--- src/rtl/nonblocking_reader_if.sv ---
// Handshake bundle for nonblocking_reader: parallel quad in, serial word stream out.
// The producer/consumer side takes the master modport; the reader takes slave.
interface nonblocking_reader_if #(
    parameter int WIDTH = 32,
    parameter int CNT_W = 16
);
    logic             in_valid;
    logic             in_ready;
    logic [WIDTH-1:0] a;
    logic [WIDTH-1:0] b;
    logic [WIDTH-1:0] c;
    logic [WIDTH-1:0] d;
    logic             out_valid;
    logic             out_ready;
    logic [WIDTH-1:0] out_data;
    logic [1:0]       out_index;
    logic             out_last;
    logic [CNT_W-1:0] quad_count;

    modport master (
        output in_valid, a, b, c, d, out_ready,
        input  in_ready, out_valid, out_data, out_index, out_last, quad_count
    );

    modport slave (
        input  in_valid, a, b, c, d, out_ready,
        output in_ready, out_valid, out_data, out_index, out_last, quad_count
    );
endinterface

--- src/rtl/nonblocking_reader.sv ---
// Captures {a,b,c,d} quads into a two-slot ping-pong buffer and emits them
// serially a..d on a valid/ready stream, counting completed quads.
module nonblocking_reader #(
    parameter int WIDTH = 32,
    parameter int CNT_W = 16
) (
    input logic                 clock,
    input logic                 reset,
    nonblocking_reader_if.slave bus
);
    logic [1:0][3:0][WIDTH-1:0] slot;
    logic                       wr_ptr;
    logic                       rd_ptr;
    logic [1:0]                 occ;
    logic [1:0]                 idx;
    logic [CNT_W-1:0]           qcnt;

    logic cap, xfer, done;

    // Handshake outputs depend only on registered state, never on out_ready/in_valid.
    assign bus.in_ready   = (occ != 2'd2);
    assign bus.out_valid  = (occ != 2'd0);
    assign bus.out_data   = slot[rd_ptr][idx];
    assign bus.out_index  = idx;
    assign bus.out_last   = bus.out_valid && (idx == 2'd3);
    assign bus.quad_count = qcnt;

    assign cap  = bus.in_valid && bus.in_ready;
    assign xfer = bus.out_valid && bus.out_ready;
    assign done = xfer && (idx == 2'd3);

    always_ff @(posedge clock or posedge reset) begin
        if (reset) begin
            slot   <= '0;
            wr_ptr <= 1'b0;
            rd_ptr <= 1'b0;
            occ    <= 2'd0;
            idx    <= 2'd0;
            qcnt   <= '0;
        end else begin
            if (cap) begin
                slot[wr_ptr] <= {bus.d, bus.c, bus.b, bus.a};
                wr_ptr       <= ~wr_ptr;
            end
            // idx wraps 3->0 on its own, so the last word needs no special case here
            if (xfer)
                idx <= idx + 2'd1;
            if (done) begin
                rd_ptr <= ~rd_ptr;
                qcnt   <= qcnt + 1'b1;
            end
            case ({cap, done})
                2'b10:   occ <= occ + 2'd1;
                2'b01:   occ <= occ - 2'd1;
                default: occ <= occ;
            endcase
        end
    end
endmodule
--- src/flat_wrapper.sv ---
// flat-port wrapper written by rule: the top's interface ports become plain ports
module nonblocking_reader_flat 
#(
    parameter int WIDTH = 32,
    parameter int CNT_W = 16
)
  (clock, reset, bus_in_valid, bus_a, bus_b, bus_c, bus_d, bus_out_ready, bus_in_ready, bus_out_valid, bus_out_data, bus_out_index, bus_out_last, bus_quad_count);
  nonblocking_reader_if #(.WIDTH(WIDTH), .CNT_W(CNT_W)) bus_i ();
  input logic clock;
  input logic reset;
  input wire logic [$bits(bus_i.in_valid)-1:0] bus_in_valid;
  input wire logic [$bits(bus_i.a)-1:0] bus_a;
  input wire logic [$bits(bus_i.b)-1:0] bus_b;
  input wire logic [$bits(bus_i.c)-1:0] bus_c;
  input wire logic [$bits(bus_i.d)-1:0] bus_d;
  input wire logic [$bits(bus_i.out_ready)-1:0] bus_out_ready;
  output wire logic [$bits(bus_i.in_ready)-1:0] bus_in_ready;
  output wire logic [$bits(bus_i.out_valid)-1:0] bus_out_valid;
  output wire logic [$bits(bus_i.out_data)-1:0] bus_out_data;
  output wire logic [$bits(bus_i.out_index)-1:0] bus_out_index;
  output wire logic [$bits(bus_i.out_last)-1:0] bus_out_last;
  output wire logic [$bits(bus_i.quad_count)-1:0] bus_quad_count;
  assign bus_i.in_valid = bus_in_valid;
  assign bus_i.a = bus_a;
  assign bus_i.b = bus_b;
  assign bus_i.c = bus_c;
  assign bus_i.d = bus_d;
  assign bus_i.out_ready = bus_out_ready;
  assign bus_in_ready = bus_i.in_ready;
  assign bus_out_valid = bus_i.out_valid;
  assign bus_out_data = bus_i.out_data;
  assign bus_out_index = bus_i.out_index;
  assign bus_out_last = bus_i.out_last;
  assign bus_quad_count = bus_i.quad_count;
  nonblocking_reader #(.WIDTH(WIDTH), .CNT_W(CNT_W)) u_core (.clock(clock), .reset(reset), .bus(bus_i));
endmodule
--- config.mk ---
export PLATFORM = sky130hd
export DESIGN_NAME = nonblocking_reader_flat
export DESIGN_NICKNAME = d
export VERILOG_FILES = /design/src/rtl/nonblocking_reader_if.sv /design/src/rtl/nonblocking_reader.sv /design/src/flat_wrapper.sv
export SDC_FILE = /design/constraint.sdc
export NUM_CORES = 1
export LEC_CHECK = 0
export CORE_ASPECT_RATIO = 1.25
export CORE_MARGIN = 5
export CORE_UTILIZATION = 45
export CTS_CLUSTER_DIAMETER = 40
export DETAILED_ROUTE_END_ITERATION = 10
export GPL_ROUTABILITY_DRIVEN = 0
export PLACE_DENSITY = 0.68
export SKIP_CTS_REPAIR_TIMING = 1
export SKIP_LAST_GASP = 1
export SLEW_MARGIN = 25
export SYNTH_ARGS = -nofsm -noshare
export SYNTH_HDL_FRONTEND = slang
export SYNTH_SLANG_ARGS = --single-unit
--- constraint.sdc ---
create_clock -name clock -period 32.5 [get_ports clock]
set_clock_uncertainty 0.1 [all_clocks]
set_input_delay 9.75 -clock clock [delete_from_list [all_inputs] [get_ports clock]]
set_output_delay 9.75 -clock clock [all_outputs]
set_load 0.01 [all_outputs]
# Word-level counts from Yosys, hierarchy flattened
# Index checks and enable logic that the tools add are counted.
dict set report word_totals {
  ff_bits 278
  in_bits 132
  output_inout_bits 53
  elab_cells 42
}
dict set report classes {
  add_sub_neg 4
  n_lt_le_gt_ge 4
  eq_ne 4
  muxes 8
  bitwise_logic 2
  n_reduce_logical 7
}
# op n
set ops {}
lappend ops {{128-bit two-way mux} 3}
lappend ops {{256-bit bitwise mux} 1}
lappend ops {{128-bit demux with 1-bit select} 1}
lappend ops {{32-bit binary-select mux with 2-bit select} 1}
lappend ops {{32-bit two-way mux} 1}
lappend ops {{16-bit by 1-bit adder with 16-bit output (second input constant)} 1}
lappend ops {{1-bit logical AND} 5}
lappend ops {{2-bit by 1-bit adder with 2-bit output (second input constant)} 2}
lappend ops {{2-bit == test (second input constant)} 2}
lappend ops {{1-bit by 2-bit < comparator with 1-bit output (second input constant)} 2}
lappend ops {{2-bit case mux with 2 select lines} 1}
lappend ops {{2-bit nonzero test} 2}
lappend ops {{2-bit by 3-bit < comparator with 1-bit output (second input constant)} 1}
lappend ops {{2-bit by 1-bit == test with 1-bit output (second input constant)} 1}
lappend ops {{2-bit != test (second input constant)} 1}
lappend ops {{1-bit inverter} 2}
lappend ops {{2-bit by 1-bit subtractor with 2-bit output (second input constant)} 1}
lappend ops {{1-bit >= comparator (second input constant)} 1}

# Depth between registers and ports, before layout
# Gate-level depths: netlist of the first run.
dict set report depth {
  ltp_word 5
  depth_mapped 7
  depth_no_buf 7
}

# Worst setup path after synthesis of the first run
# Ideal clock, no wire load.
dict set report synth_timing {
  path_kind {register to output}
  start {register u_core.idx[0], in the netlist u_core.bus.out_index[0]}
  end {output port bus_out_data[17]}
  t_arrival_ps 1571
  required_ps 22650
  slack_ps 21079
  path_stages_with_launch 5
  path_buffers 2
  path_cell_list {dfrtp_1 buf_6 buf_12 mux4_1 mux2_2}
}
dict set report synth_between {
  elab_chain_len 2
}
# item line
set synth_lines {}
lappend synth_lines {{start: declaration} nonblocking_reader.sv:15} ;# logic [1:0] idx;
lappend synth_lines {{start signal: assignment} nonblocking_reader.sv:47} ;# idx <= idx + 2'd1;
lappend synth_lines {{32-bit binary-select mux with 2-bit select} nonblocking_reader.sv:23} ;# assign bus.out_data = slot[rd_ptr][idx];
lappend synth_lines {{32-bit two-way mux (not written as such)} nonblocking_reader.sv:23}
lappend synth_lines {{end: declaration} flat_wrapper.sv:19} ;# output wire logic [$bits(bus_i.out_data)-1:0] bus_out_data;
# Every way passes these cells. The select of a mux whose other input is x is not followed.

# Worst setup path in the final report of the first run
dict set report layout_timing {
  start {register u_core.idx[0], in the netlist u_core.bus.out_index[0]}
  end {output port bus_out_data[5]}
}
# Same word-level chain as after synthesis.

==> metrics.txt, run 1 <==
# TYPE chip_impl_metric gauge
chip_impl_metric{name="post_synth.cell_area_avg",unit="sq um"} 17.0
chip_impl_metric{name="die_height",unit="um"} 197
chip_impl_metric{name="timing_worst_slew_pin_value",unit="ns"} 0.908
chip_impl_metric{name="irDropWorstVdd",unit="uV"} 55.4
chip_impl_info{name="critical_path_class",value="flip-flop to primary output"} 1
chip_impl_metric{name="ys_ff_latch",unit=""} 278
chip_impl_info{name="unrepaired_setup_endpoints_after_global_routing",value="no"} 1
chip_impl_metric{name="clockPowerShare",unit="%"} 24.8
chip_impl_info{name="startpoint_class",value="flip-flop"} 1
chip_impl_metric{name="final.setup.tns",unit="ns"} 0
chip_impl_metric{name="drt_pass1_iterations",unit=""} 4
chip_impl_metric{name="static-leakage-power",unit="uW"} 0.00653
chip_impl_info{name="mostFrequentLayoutCell",value="sky130_fd_sc_hd__dfrtp_1"} 1
chip_impl_metric{name="powerDensity",unit="nW/um^2"} 106
chip_impl_metric{name="syn_area",unit="sq um"} 12600
chip_impl_metric{name="setup_viol",unit=""} 0
chip_impl_metric{name="io-pin-count",unit=""} 185
chip_impl_metric{name="global_route_wire_length_before_repair",unit="mm"} 42.7
chip_impl_metric{name="synthesis.nets",unit=""} 877
chip_impl_metric{name="placeableCoreArea",unit="sq um"} 27700
chip_impl_metric{name="hold_path_depth",unit=""} 1
chip_impl_metric{name="seqPwrFrac",unit="%"} 37.7
chip_impl_metric{name="synth.distinct_cells",unit=""} 28
chip_impl_metric{name="period_minus_slack",unit="ns"} 13.26
chip_impl_metric{name="clkTransAtPathRegs",unit="ns"} 0.05
chip_impl_metric{name="cap_viol_max_count",unit=""} 0
chip_impl_info{name="crit_chain",value="buf_4 -> mux4_1 -> mux2_2 -> clkdlybuf4s50_1"} 1
chip_impl_metric{name="netlist_instances",unit=""} 742
chip_impl_metric{name="highest_clock_rate",unit="MHz"} 75.4
chip_impl_metric{name="critical_path.max_fanout",unit=""} 35
chip_impl_info{name="run_status",value="finished clean"} 1
chip_impl_metric{name="worst_slack",unit="ns"} 19.24
chip_impl_metric{name="post_dp_hpwl",unit="mm"} 16.3
chip_impl_info{name="category_of_the_worst_setup_path_capture_point",value="primary output"} 1
chip_impl_metric{name="drt_iter0_markers",unit=""} 202
chip_impl_metric{name="cts_buffers",unit=""} 36
chip_impl_metric{name="io_buffer_count",unit=""} 184
chip_impl_metric{name="largest_net_degree_at_the_start_of_global_routing",unit=""} 130
chip_impl_metric{name="post-route-period-util",unit="%"} 40.8
chip_impl_info{name="most_frequent_cells_in_the_layout",value="sky130_fd_sc_hd__dfrtp_1, sky130_fd_sc_hd__mux2_1, sky130_fd_sc_hd__clkdlybuf4s50_1, sky130_fd_sc_hd__mux4_2, sky130_fd_sc_hd__mux2_2"} 1
chip_impl_metric{name="power.combinational.fraction",unit="%"} 37.6
chip_impl_metric{name="drt_wl_total",unit="mm"} 25.6
chip_impl_metric{name="net-switching-power",unit="uW"} 486
chip_impl_metric{name="clkLatencyLatePin",unit="ns"} 0.49
chip_impl_metric{name="post-place-cells",unit=""} 1237
chip_impl_info{name="clock_root_buffer_master",value="sky130_fd_sc_hd__clkbuf_16"} 1
chip_impl_metric{name="area_delta_synth_final",unit="%"} 25.9
chip_impl_metric{name="fillerInstances",unit=""} 2206
chip_impl_metric{name="drc",unit=""} 0
chip_impl_metric{name="grt_usage",unit="%"} 16.7
chip_impl_metric{name="tritoncts_num_sinks",unit=""} 278
chip_impl_metric{name="sw_frac_of_total",unit="%"} 29.0
chip_impl_info{name="holdCritPathClass",value="flip-flop to flip-flop"} 1
chip_impl_metric{name="worst_path_largest_cell_delay",unit="ns"} 0.85
chip_impl_metric{name="final_cells",unit=""} 1305
chip_impl_metric{name="overflow",unit=""} 0
chip_impl_metric{name="clock_tree.buffer_depth",unit=""} 3
chip_impl_info{name="tritoncts_clock_tree",value="built"} 1
chip_impl_metric{name="grt_antenna_before_repair",unit=""} 1
chip_impl_metric{name="internal_power_of_the_cells",unit="uW"} 1190
chip_impl_metric{name="worst_slew_margin_relative_to_its_limit",unit="%"} 39.5
chip_impl_metric{name="avgRoutedWirePerCell",unit="um"} 19.6
chip_impl_metric{name="worst_ep_required_time",unit="ns"} 22.65
chip_impl_metric{name="synth_warnings",unit=""} 0
chip_impl_metric{name="final.hold.worst_slack",unit="ns"} 0.366
chip_impl_metric{name="slew_viol_final",unit=""} 0
chip_impl_metric{name="critical_path_arrival",unit="ns"} 3.41
chip_impl_metric{name="avgViaCountPerCell",unit=""} 5.38
chip_impl_metric{name="placement.setup.worst_slack",unit="ns"} 19.66
chip_impl_info{name="slowest_stage",value="sky130_fd_sc_hd__dfrtp_4"} 1
chip_impl_metric{name="floorplan.die_area",unit="sq um"} 31400
chip_impl_metric{name="drtAntennaViolNets",unit=""} 0
chip_impl_metric{name="post_route_cells_drive_above_1_share",unit="%"} 18.4
chip_impl_info{name="worst_path_dominant_cell_family",value="buffers and inverters"} 1
chip_impl_metric{name="path_depth",unit=""} 4
chip_impl_metric{name="layout.nets",unit=""} 1062
chip_impl_metric{name="floorplan.rows",unit=""} 68
chip_impl_metric{name="cts_htree_levels",unit=""} 2
chip_impl_metric{name="worstPathBufferInverterCount",unit=""} 2
chip_impl_metric{name="die-width",unit="um"} 160
chip_impl_metric{name="logic_depth_of_the_worst_register_to_register_path",unit=""} 7
chip_impl_metric{name="routed-via-count",unit=""} 7017
chip_impl_metric{name="initial_utilization",unit="%"} 45.5
chip_impl_metric{name="synth-seq-area-share",unit="%"} 55.3
chip_impl_metric{name="final_hold_viol_count",unit=""} 0
chip_impl_metric{name="grt_pass1_vias",unit=""} 7997
==> metrics by stage <==
step                      util (%)  power [uW]  cell area, sq um
after floorplan                  -        1070             12600
after global placement        52.5        1260             14500
after detailed placement      52.5        1280             14500
after CTS                     57.1        1700             15800
after global routing          57.3        1780             15800
final                         57.3        1680             15800
==> per-layer routing <==
metal	routed length [um]	up-vias	share of wire (%)	GRT usage (%)
met2	13300	142	52	29.7
met4	528	0	2.1	5.14
met1	10600	3682	41	20.6
met3	1140	40	4.5	3.37
li1	-	3153	-	-
met5	0	-	0	0
==> layout make-up <==
type	instances	area (sq um)	share of cell area, %
Antenna cell	1	2.50	0.0158
Clock buffer	47	1000	6.33
Clock inverter	18	270	1.71
Inverter	3	18.8	0.118
Multi-Input combinational cell	415	5200	32.8
Sequential cell	278	6970	44.0
Tap cell	350	438	2.76
Timing Repair Buffer	193	1950	12.3
==> power groups by stage <==
stage | Combinational, uW | Clock, uW | Sequential (uW)
floorplan | 488 | 0 | 577
global placement | 629 | 0 | 633
detailed placement | 638 | 0 | 640
CTS | 641 | 426 | 634
global route | 682 | 443 | 656
finish | 629 | 415 | 632
==> sequential cells by signal (all words and copies together), names as in the netlist <==
register               count
u_core.wr_ptr              1
u_core.slot              256
u_core.bus.quad_count     16
u_core.bus.out_index       2
u_core.occ                 2
u_core.rd_ptr              1
==> synthesized netlist by cell type <==
cell type,instances,area [sq um]
sky130_fd_sc_hd__mux2_2,49,552
sky130_fd_sc_hd__dfrtp_1,278,6960
sky130_fd_sc_hd__nor2_2,1,6.26
sky130_fd_sc_hd__inv_1,3,11.3
sky130_fd_sc_hd__buf_2,9,45.0
sky130_fd_sc_hd__o2111a_1,1,11.3
sky130_fd_sc_hd__buf_1,1,3.75
sky130_fd_sc_hd__mux4_2,50,1130
sky130_fd_sc_hd__xnor2_1,18,158
sky130_fd_sc_hd__and4_1,3,26.3
sky130_fd_sc_hd__nand2b_4,1,13.8
sky130_fd_sc_hd__nand2_2,1,6.26
sky130_fd_sc_hd__nand3_1,10,50.1
sky130_fd_sc_hd__clkbuf_1,3,11.3
sky130_fd_sc_hd__xor2_1,3,26.3
sky130_fd_sc_hd__nand2_1,9,33.8
sky130_fd_sc_hd__buf_12,2,40.0
sky130_fd_sc_hd__nand4_1,3,18.8
sky130_fd_sc_hd__buf_6,27,304
sky130_fd_sc_hd__nor3_1,1,5.00
sky130_fd_sc_hd__mux4_1,14,368
sky130_fd_sc_hd__and3_1,3,18.8
sky130_fd_sc_hd__ha_1,3,37.5
sky130_fd_sc_hd__mux2_1,240,2700
sky130_fd_sc_hd__buf_4,4,30.0
sky130_fd_sc_hd__nor2_1,3,11.3
sky130_fd_sc_hd__and2_1,1,6.26
sky130_fd_sc_hd__or2_2,1,6.26
==> worst paths after layout <==
check                                                      start  slack, ns                               endpoint
min reg2reg                u_core.bus.quad_count[15]$_DFFE_PP0P_       0.37  u_core.bus.quad_count[15]$_DFFE_PP0P_
max                          u_core.bus.out_index[0]$_DFFE_PP0P_      19.24                        bus_out_data[5]
max in group asynchronous                                  reset      20.50            u_core.slot[15]$_DFFE_PP0P_
max reg2reg                  u_core.bus.out_index[0]$_DFFE_PP0P_      29.59              u_core.occ[1]$_DFFE_PP0P_
min in group asynchronous                                  reset       9.74            u_core.slot[93]$_DFFE_PP0P_
min                        u_core.bus.quad_count[15]$_DFFE_PP0P_       0.37  u_core.bus.quad_count[15]$_DFFE_PP0P_
==> logic make-up after synthesis <==
family	synth area share, %
flip-flops	55.3
AND/OR/NAND/NOR	1.61
AO/OA/AOI/OAI	0.0895
XOR/XNOR	1.46
adder cells (fa/ha/maj)	0.298
multiplexers	37.7
buffers and inverters	3.54
Power figures use the tool's default switching activity.
==> inputs of run 2 (changes only) <==
- clock period: 32.5 -> 13.3 ns (I/O delays scaled with it)
==> run 2 against run 1 <==
Setup slack worse by 13 ns. Critical path depth stayed put. Total power is 150% higher. Flip-flop and latch count stayed put. Critical endpoint is now bus_out_data[3]. Largest power group unchanged. Highest routed layer unchanged.
==> metrics.txt, run 2 (synthesis gave the netlist of run 1 again) <==
# TYPE chip_impl_metric gauge
chip_impl_metric{name="clockPowerShare",unit="%"} 26.1
chip_impl_metric{name="antenna-diode-count",unit=""} 0
chip_impl_metric{name="wirelength_met1",unit="mm"} 10.9
chip_impl_metric{name="drt_iter0_markers",unit=""} 166
chip_impl_metric{name="avgViaCountPerCell",unit=""} 5.36
chip_impl_metric{name="fillerInstances",unit=""} 2196
chip_impl_metric{name="sw_frac_of_total",unit="%"} 29.1
chip_impl_metric{name="global_route_wire_length_before_repair",unit="mm"} 42.6
chip_impl_metric{name="overflow",unit=""} 0
chip_impl_info{name="startpoint_class",value="flip-flop"} 1
chip_impl_info{name="r2r_startpoint",value="u_core.bus.out_index[0]$_DFFE_PP0P_"} 1
chip_impl_metric{name="floorplan.die_area",unit="sq um"} 31400
chip_impl_metric{name="slew_viol_final",unit=""} 0
chip_impl_metric{name="drtAntennaViolNets",unit=""} 0
chip_impl_metric{name="placement.setup.worst_slack",unit="ns"} 6.23
chip_impl_metric{name="largest_register_ffs",unit=""} 256
chip_impl_info{name="tritoncts_clock_tree",value="built"} 1
chip_impl_metric{name="grt_usage",unit="%"} 16.8
chip_impl_metric{name="post_route_cells_drive_above_1_share",unit="%"} 19.2
chip_impl_metric{name="final_hold_viol_count",unit=""} 0
chip_impl_metric{name="largest_net_degree_at_the_start_of_global_routing",unit=""} 118
chip_impl_metric{name="tritoncts_num_sinks",unit=""} 278
chip_impl_metric{name="io-pin-count",unit=""} 185
chip_impl_metric{name="clkTransAtPathRegs",unit="ns"} 0.06
chip_impl_metric{name="irDropWorstVdd",unit="uV"} 123
chip_impl_metric{name="grt_antenna_before_repair",unit=""} 0
chip_impl_info{name="reg_to_reg_endpoint",value="u_core.occ[1]$_DFFE_PP0P_"} 1
chip_impl_metric{name="drt_pass1_iterations",unit=""} 4
chip_impl_info{name="slowest_stage",value="sky130_fd_sc_hd__dfrtp_4"} 1
chip_impl_metric{name="r2r_setup_slack",unit="ns"} 10.33
chip_impl_metric{name="critical_path_arrival",unit="ns"} 3.45
chip_impl_metric{name="cap_viol_max_count",unit=""} 0
chip_impl_info{name="run_status",value="finished clean"} 1
chip_impl_metric{name="multiInputGateArea",unit="sq um"} 5200
chip_impl_info{name="unrepaired_setup_endpoints_after_global_routing",value="no"} 1
chip_impl_info{name="critical_path_class",value="flip-flop to primary output"} 1
chip_impl_metric{name="initial_utilization",unit="%"} 45.5
chip_impl_metric{name="wl_met3",unit="mm"} 1.24
chip_impl_info{name="regMostFlops",value="u_core.slot"} 1
chip_impl_metric{name="timing_worst_slew_pin_value",unit="ns"} 1.04
chip_impl_metric{name="clkLatencyLatePin",unit="ns"} 0.50
chip_impl_info{name="maxUsedRoutingLayer",value="met4"} 1
chip_impl_metric{name="routed-via-count",unit=""} 7012
chip_impl_metric{name="period_minus_slack",unit="ns"} 7.54
chip_impl_metric{name="final.hold.worst_slack",unit="ns"} 0.367
chip_impl_metric{name="area_delta_synth_final",unit="%"} 26.8
chip_impl_metric{name="setup_viol",unit=""} 0
chip_impl_info{name="mostFrequentLayoutCell",value="sky130_fd_sc_hd__dfrtp_1"} 1
chip_impl_metric{name="hold_path_depth",unit=""} 1
chip_impl_metric{name="drt_wl_total",unit="mm"} 26.3
chip_impl_metric{name="clock_tree.buffer_depth",unit=""} 3
chip_impl_metric{name="worst_ep_required_time",unit="ns"} 9.21
chip_impl_metric{name="highest_clock_rate",unit="MHz"} 133
chip_impl_info{name="holdCritStartpoint",value="u_core.bus.quad_count[15]$_DFFE_PP0P_"} 1
chip_impl_metric{name="logic_depth_of_the_worst_register_to_register_path",unit=""} 7
chip_impl_info{name="crit_chain",value="buf_4 -> mux4_1 -> mux2_2 -> clkdlybuf4s50_1"} 1
chip_impl_metric{name="die-width",unit="um"} 160
chip_impl_info{name="category_of_the_worst_setup_path_capture_point",value="primary output"} 1
chip_impl_info{name="holdCritPathClass",value="flip-flop to flip-flop"} 1
chip_impl_metric{name="cts_htree_levels",unit=""} 2
chip_impl_metric{name="avgRoutedWirePerCell",unit="um"} 20.1
chip_impl_metric{name="worst_slack",unit="ns"} 5.76
chip_impl_metric{name="internal_power_of_the_cells",unit="uW"} 2960
chip_impl_metric{name="placement.cell_area",unit="sq um"} 14500
chip_impl_info{name="most_frequent_cells_in_the_layout",value="sky130_fd_sc_hd__dfrtp_1, sky130_fd_sc_hd__mux2_1, sky130_fd_sc_hd__clkdlybuf4s50_1, sky130_fd_sc_hd__mux4_2, sky130_fd_sc_hd__mux2_2"} 1
chip_impl_metric{name="die_height",unit="um"} 197
chip_impl_metric{name="io_buffer_count",unit=""} 184
chip_impl_metric{name="layout.nets",unit=""} 1065
chip_impl_metric{name="final.setup.tns",unit="ns"} 0
chip_impl_metric{name="cts_buffers",unit=""} 40
chip_impl_metric{name="post-route-period-util",unit="%"} 56.7
chip_impl_metric{name="postLayoutCellArea",unit="sq um"} 16000
chip_impl_metric{name="seqPwrFrac",unit="%"} 37.1
chip_impl_info{name="end_point_of_the_worst_hold_path",value="u_core.bus.quad_count[15]$_DFFE_PP0P_"} 1
chip_impl_metric{name="floorplan.rows",unit=""} 68
chip_impl_metric{name="power.combinational.fraction",unit="%"} 36.9
chip_impl_metric{name="static-leakage-power",unit="uW"} 0.00657
chip_impl_metric{name="met2RoutedLength",unit="mm"} 13.7
chip_impl_metric{name="critical_path.max_fanout",unit=""} 35
chip_impl_metric{name="layout.area.seq",unit="sq um"} 6970
chip_impl_info{name="clock_root_buffer_master",value="sky130_fd_sc_hd__clkbuf_16"} 1
chip_impl_metric{name="placeableCoreArea",unit="sq um"} 27700
chip_impl_metric{name="grt_pass1_vias",unit=""} 7811
chip_impl_metric{name="powerDensity",unit="nW/um^2"} 262
chip_impl_metric{name="drc",unit=""} 0
chip_impl_metric{name="net-switching-power",unit="uW"} 1210
chip_impl_metric{name="worst_path_largest_cell_delay",unit="ns"} 0.85
chip_impl_metric{name="worst_slew_margin_relative_to_its_limit",unit="%"} 30.7
chip_impl_metric{name="post_dp_hpwl",unit="mm"} 16.8
run 2: cell types whose count changed in the layout (fill, tap and decap cells not counted), sizes merged:
cell / change
clkbuf: +5
clkinvlp: +4
inv: -2
buf: -1
bufinv: -1
diode: -1
run 2: layout make-up:
| type | instances | share of cell area (%) |
|---|---|---|
| sequential | 278 | 43.7 |
| multi-input combinational | 415 | 32.6 |
| timing repair buffer | 192 | 12.0 |
| clock buffer | 52 | 7.19 |
| tap | 350 | 2.74 |
| clock inverter | 19 | 1.63 |
| inverter | 3 | 0.118 |
run 2: power by group through the flow:
stage / clock network, uW / registers, uW / logic [uW]
after floorplan: 0 / 1410 / 1190
after detailed placement: 0 / 1570 / 1560
final: 1090 / 1550 / 1540
after CTS: 1110 / 1560 / 1570
after global placement: 0 / 1550 / 1540
after global routing: 1160 / 1610 / 1660
run 2: per-stage QoR:
stage                     instances  util (%)  power [uW]
after floorplan                 742         -        2600
after global placement         1237      52.5        3080
after detailed placement       1237      52.5        3130
after CTS                      1308      57.6        4240
after global routing           1309      57.7        4430
final                          1309      57.7        4170
run 2: routing by layer:
layer | global-route usage [%] | up-vias
li1 | - | 3157
met1 | 20.9 | 3669
met2 | 29.5 | 147
met3 | 3.89 | 39
met4 | 4.86 | 0
met5 | 0 | -
run 2: worst max-delay path: cells and delay by family (launching register included):
family,cells,cell delay [ns]
buffers and inverters,2,1.12
flip-flops,1,0.85
multiplexers,2,0.90
run 2: worst max path at each step:
| stage | depth (start not counted) | end | start |
|---|---|---|---|
| 2_1_floorplan | 1 | u_core.bus.out_index[0]$_DFFE_PP0P_ | reset |
| 3_3_place_gp | 4 | bus_out_data[1] | u_core.bus.out_index[0]$_DFFE_PP0P_ |
| 3_5_place_dp | 4 | bus_out_data[5] | u_core.bus.out_index[0]$_DFFE_PP0P_ |
| 4_1_cts | 4 | bus_out_data[5] | u_core.bus.out_index[0]$_DFFE_PP0P_ |
| 5_1_grt | 4 | bus_out_data[2] | u_core.bus.out_index[0]$_DFFE_PP0P_ |
| 6_report | 4 | bus_out_data[3] | u_core.bus.out_index[0]$_DFFE_PP0P_ |
==> inputs of run 3 (changes only) <==
- clock period: 13.3 -> 7.55 ns (I/O delays scaled with it)
==> run 3 against run 2 <==
Flip-flop and latch count stayed put. Routed wire length is 1.6% lower. First-iteration DRC count is 26% higher. Utilization is 0.30 points lower. Sequential power is 77% higher. Sequential share of layout area is 0.23 points higher. Critical path depth stayed put. Cell area is 0.52% lower. Critical path type unchanged. Critical endpoint is now bus_out_data[19]. Largest power group unchanged.
==> metrics.txt, run 3 (synthesis gave the netlist of run 1 again) <==
# TYPE chip_impl_metric gauge
chip_impl_metric{name="overflow",unit=""} 0
chip_impl_metric{name="area_delta_synth_final",unit="%"} 26.1
chip_impl_metric{name="postLayoutCellArea",unit="sq um"} 15900
chip_impl_metric{name="grt_pass1_vias",unit=""} 7896
chip_impl_metric{name="clkLatencyLatePin",unit="ns"} 0.50
chip_impl_info{name="tritoncts_clock_tree",value="built"} 1
chip_impl_metric{name="post_route_cells_drive_above_1_share",unit="%"} 19.1
chip_impl_metric{name="logic_depth_of_the_worst_register_to_register_path",unit=""} 5
chip_impl_metric{name="largest_net_degree_at_the_start_of_global_routing",unit=""} 171
chip_impl_metric{name="routed-via-count",unit=""} 6992
chip_impl_metric{name="global_route_wire_length_before_repair",unit="mm"} 43.1
chip_impl_metric{name="drt_pass1_iterations",unit=""} 4
chip_impl_info{name="crit_chain",value="buf_4 -> mux4_1 -> mux2_2 -> clkdlybuf4s50_1"} 1
chip_impl_info{name="most_frequent_cells_in_the_layout",value="sky130_fd_sc_hd__dfrtp_1, sky130_fd_sc_hd__mux2_1, sky130_fd_sc_hd__clkdlybuf4s50_1, sky130_fd_sc_hd__mux4_2, sky130_fd_sc_hd__mux2_2"} 1
chip_impl_metric{name="grt_usage",unit="%"} 16.8
chip_impl_metric{name="final_hold_viol_count",unit=""} 0
chip_impl_metric{name="cts_htree_levels",unit=""} 2
chip_impl_metric{name="cts_buffers",unit=""} 37
chip_impl_info{name="regMostFlops",value="u_core.slot"} 1
chip_impl_metric{name="power",unit="uW"} 7190
chip_impl_metric{name="post-place-cells",unit=""} 1239
chip_impl_metric{name="powerDensity",unit="nW/um^2"} 453
chip_impl_metric{name="slew_viol_final",unit=""} 0
chip_impl_metric{name="drt_wl_total",unit="mm"} 25.9
chip_impl_metric{name="setup_viol",unit=""} 0
chip_impl_metric{name="floorplan.rows",unit=""} 68
chip_impl_metric{name="placeableCoreArea",unit="sq um"} 27700
chip_impl_metric{name="avgViaCountPerCell",unit=""} 5.35
chip_impl_metric{name="cap_viol_max_count",unit=""} 0
chip_impl_metric{name="floorplan.die_area",unit="sq um"} 31400
chip_impl_info{name="holdCritPathClass",value="flip-flop to flip-flop"} 1
chip_impl_metric{name="drtAntennaViolNets",unit=""} 0
chip_impl_info{name="critical_path_class",value="flip-flop to primary output"} 1
chip_impl_metric{name="initial_utilization",unit="%"} 45.5
chip_impl_info{name="category_of_the_worst_setup_path_capture_point",value="primary output"} 1
chip_impl_metric{name="post-route-period-util",unit="%"} 73.7
chip_impl_metric{name="grt_antenna_before_repair",unit=""} 0
chip_impl_metric{name="io_buffer_count",unit=""} 184
chip_impl_metric{name="placement.cell_area",unit="sq um"} 14600
chip_impl_metric{name="post_dp_hpwl",unit="mm"} 16.8
chip_impl_metric{name="hold_path_depth",unit=""} 1
chip_impl_metric{name="static-leakage-power",unit="uW"} 0.00652
chip_impl_metric{name="layout.nets",unit=""} 1064
chip_impl_metric{name="worst_slew_margin_relative_to_its_limit",unit="%"} 33.4
chip_impl_metric{name="antenna-diode-count",unit=""} 0
chip_impl_info{name="startpoint_class",value="flip-flop"} 1
chip_impl_metric{name="largest_register_ffs",unit=""} 256
chip_impl_info{name="clock_root_buffer_master",value="sky130_fd_sc_hd__clkbuf_16"} 1
chip_impl_metric{name="clkTransAtPathRegs",unit="ns"} 0.06
chip_impl_metric{name="path_depth",unit=""} 4
chip_impl_metric{name="highest_clock_rate",unit="MHz"} 180
chip_impl_metric{name="irDropWorstVdd",unit="uV"} 261
chip_impl_metric{name="worst_ep_required_time",unit="ns"} 5.18
chip_impl_metric{name="drc",unit=""} 0
chip_impl_metric{name="critical_path.max_fanout",unit=""} 35
chip_impl_metric{name="die-width",unit="um"} 160
chip_impl_metric{name="clock_tree.buffer_depth",unit=""} 3
chip_impl_metric{name="tritoncts_num_sinks",unit=""} 278
chip_impl_info{name="mostFrequentLayoutCell",value="sky130_fd_sc_hd__dfrtp_1"} 1
chip_impl_metric{name="drt_iter0_markers",unit=""} 209
chip_impl_metric{name="critical_path_arrival",unit="ns"} 3.20
chip_impl_info{name="unrepaired_setup_endpoints_after_global_routing",value="no"} 1
chip_impl_metric{name="die_height",unit="um"} 197
chip_impl_metric{name="final_cells",unit=""} 1307
chip_impl_metric{name="period_minus_slack",unit="ns"} 5.57
chip_impl_metric{name="worst_path_largest_cell_delay",unit="ns"} 0.89
chip_impl_info{name="run_status",value="finished clean"} 1
chip_impl_info{name="worst_path_dominant_cell_family",value="buffers and inverters"} 1
chip_impl_metric{name="timing_worst_slew_pin_value",unit="ns"} 0.997
chip_impl_info{name="slowest_stage",value="sky130_fd_sc_hd__dfrtp_4"} 1
chip_impl_metric{name="avgRoutedWirePerCell",unit="um"} 19.8
chip_impl_metric{name="final.setup.tns",unit="ns"} 0
chip_impl_metric{name="worstPathBufferInverterCount",unit=""} 2
chip_impl_metric{name="io-pin-count",unit=""} 185
[run 3: layout make-up]
cell class / instances / area, sq um
Sequential cell: 278 / 6970
Fill cell: 2224 / 11800
Clock buffer: 43 / 988
Clock inverter: 24 / 263
Multi-Input combinational cell: 415 / 5200
Timing Repair Buffer: 194 / 2000
Tap cell: 350 / 438
Inverter: 3 / 15.0
[run 3: worst paths after layout]
path	slack, ns	from	endpoint
max in group asynchronous	4.30	reset	u_core.slot[141]$_DFFE_PP0P_
max	1.98	u_core.bus.out_index[0]$_DFFE_PP0P_	bus_out_data[19]
min in group asynchronous	2.12	reset	u_core.bus.quad_count[12]$_DFFE_PP0P_
min	0.38	u_core.bus.quad_count[15]$_DFFE_PP0P_	u_core.bus.quad_count[15]$_DFFE_PP0P_
max reg2reg	4.97	u_core.occ[0]$_DFFE_PP0P_	u_core.slot[75]$_DFFE_PP0P_
min reg2reg	0.38	u_core.bus.quad_count[15]$_DFFE_PP0P_	u_core.bus.quad_count[15]$_DFFE_PP0P_
[run 3: stage by stage]
step                setup WS [ns]  hold slack [ns]  util, %
floorplan                    1.51            0.349        -
global placement             2.46            0.360     52.8
detailed placement           2.46            0.367     52.8
CTS                          1.91            0.380     57.3
global route                 1.82            0.393     57.4
finish                       1.98            0.375     57.4
[run 3: worst register-to-register path, cell delays in order (launching register included)]
cell and delay, ns:
sky130_fd_sc_hd__dfrtp_1 0.43, sky130_fd_sc_hd__nand2b_4 0.19, sky130_fd_sc_hd__nand2_2 0.09, sky130_fd_sc_hd__nor2_4 0.77, sky130_fd_sc_hd__buf_4 0.49, sky130_fd_sc_hd__mux2_2 0.39
[run 3: power breakdown]
| group | leakage [uW] | total (uW) | internal [uW] | switching (uW) |
|---|---|---|---|---|
| Sequential | 0.00329 | 2740 | 2230 | 504 |
| Clock | 0.000601 | 1740 | 1060 | 679 |
| Combinational | 0.00263 | 2710 | 1750 | 960 |
[run 3: routing by layer]
| layer | wire [um] | vias to the layer above | GRT usage (%) |
|---|---|---|---|
| met5 | 0 | - | 0 |
| met4 | 453 | 0 | 4.18 |
| met3 | 1190 | 36 | 3.45 |
| met2 | 13300 | 148 | 29.9 |
| met1 | 10900 | 3658 | 21.3 |
| li1 | - | 3150 | - |
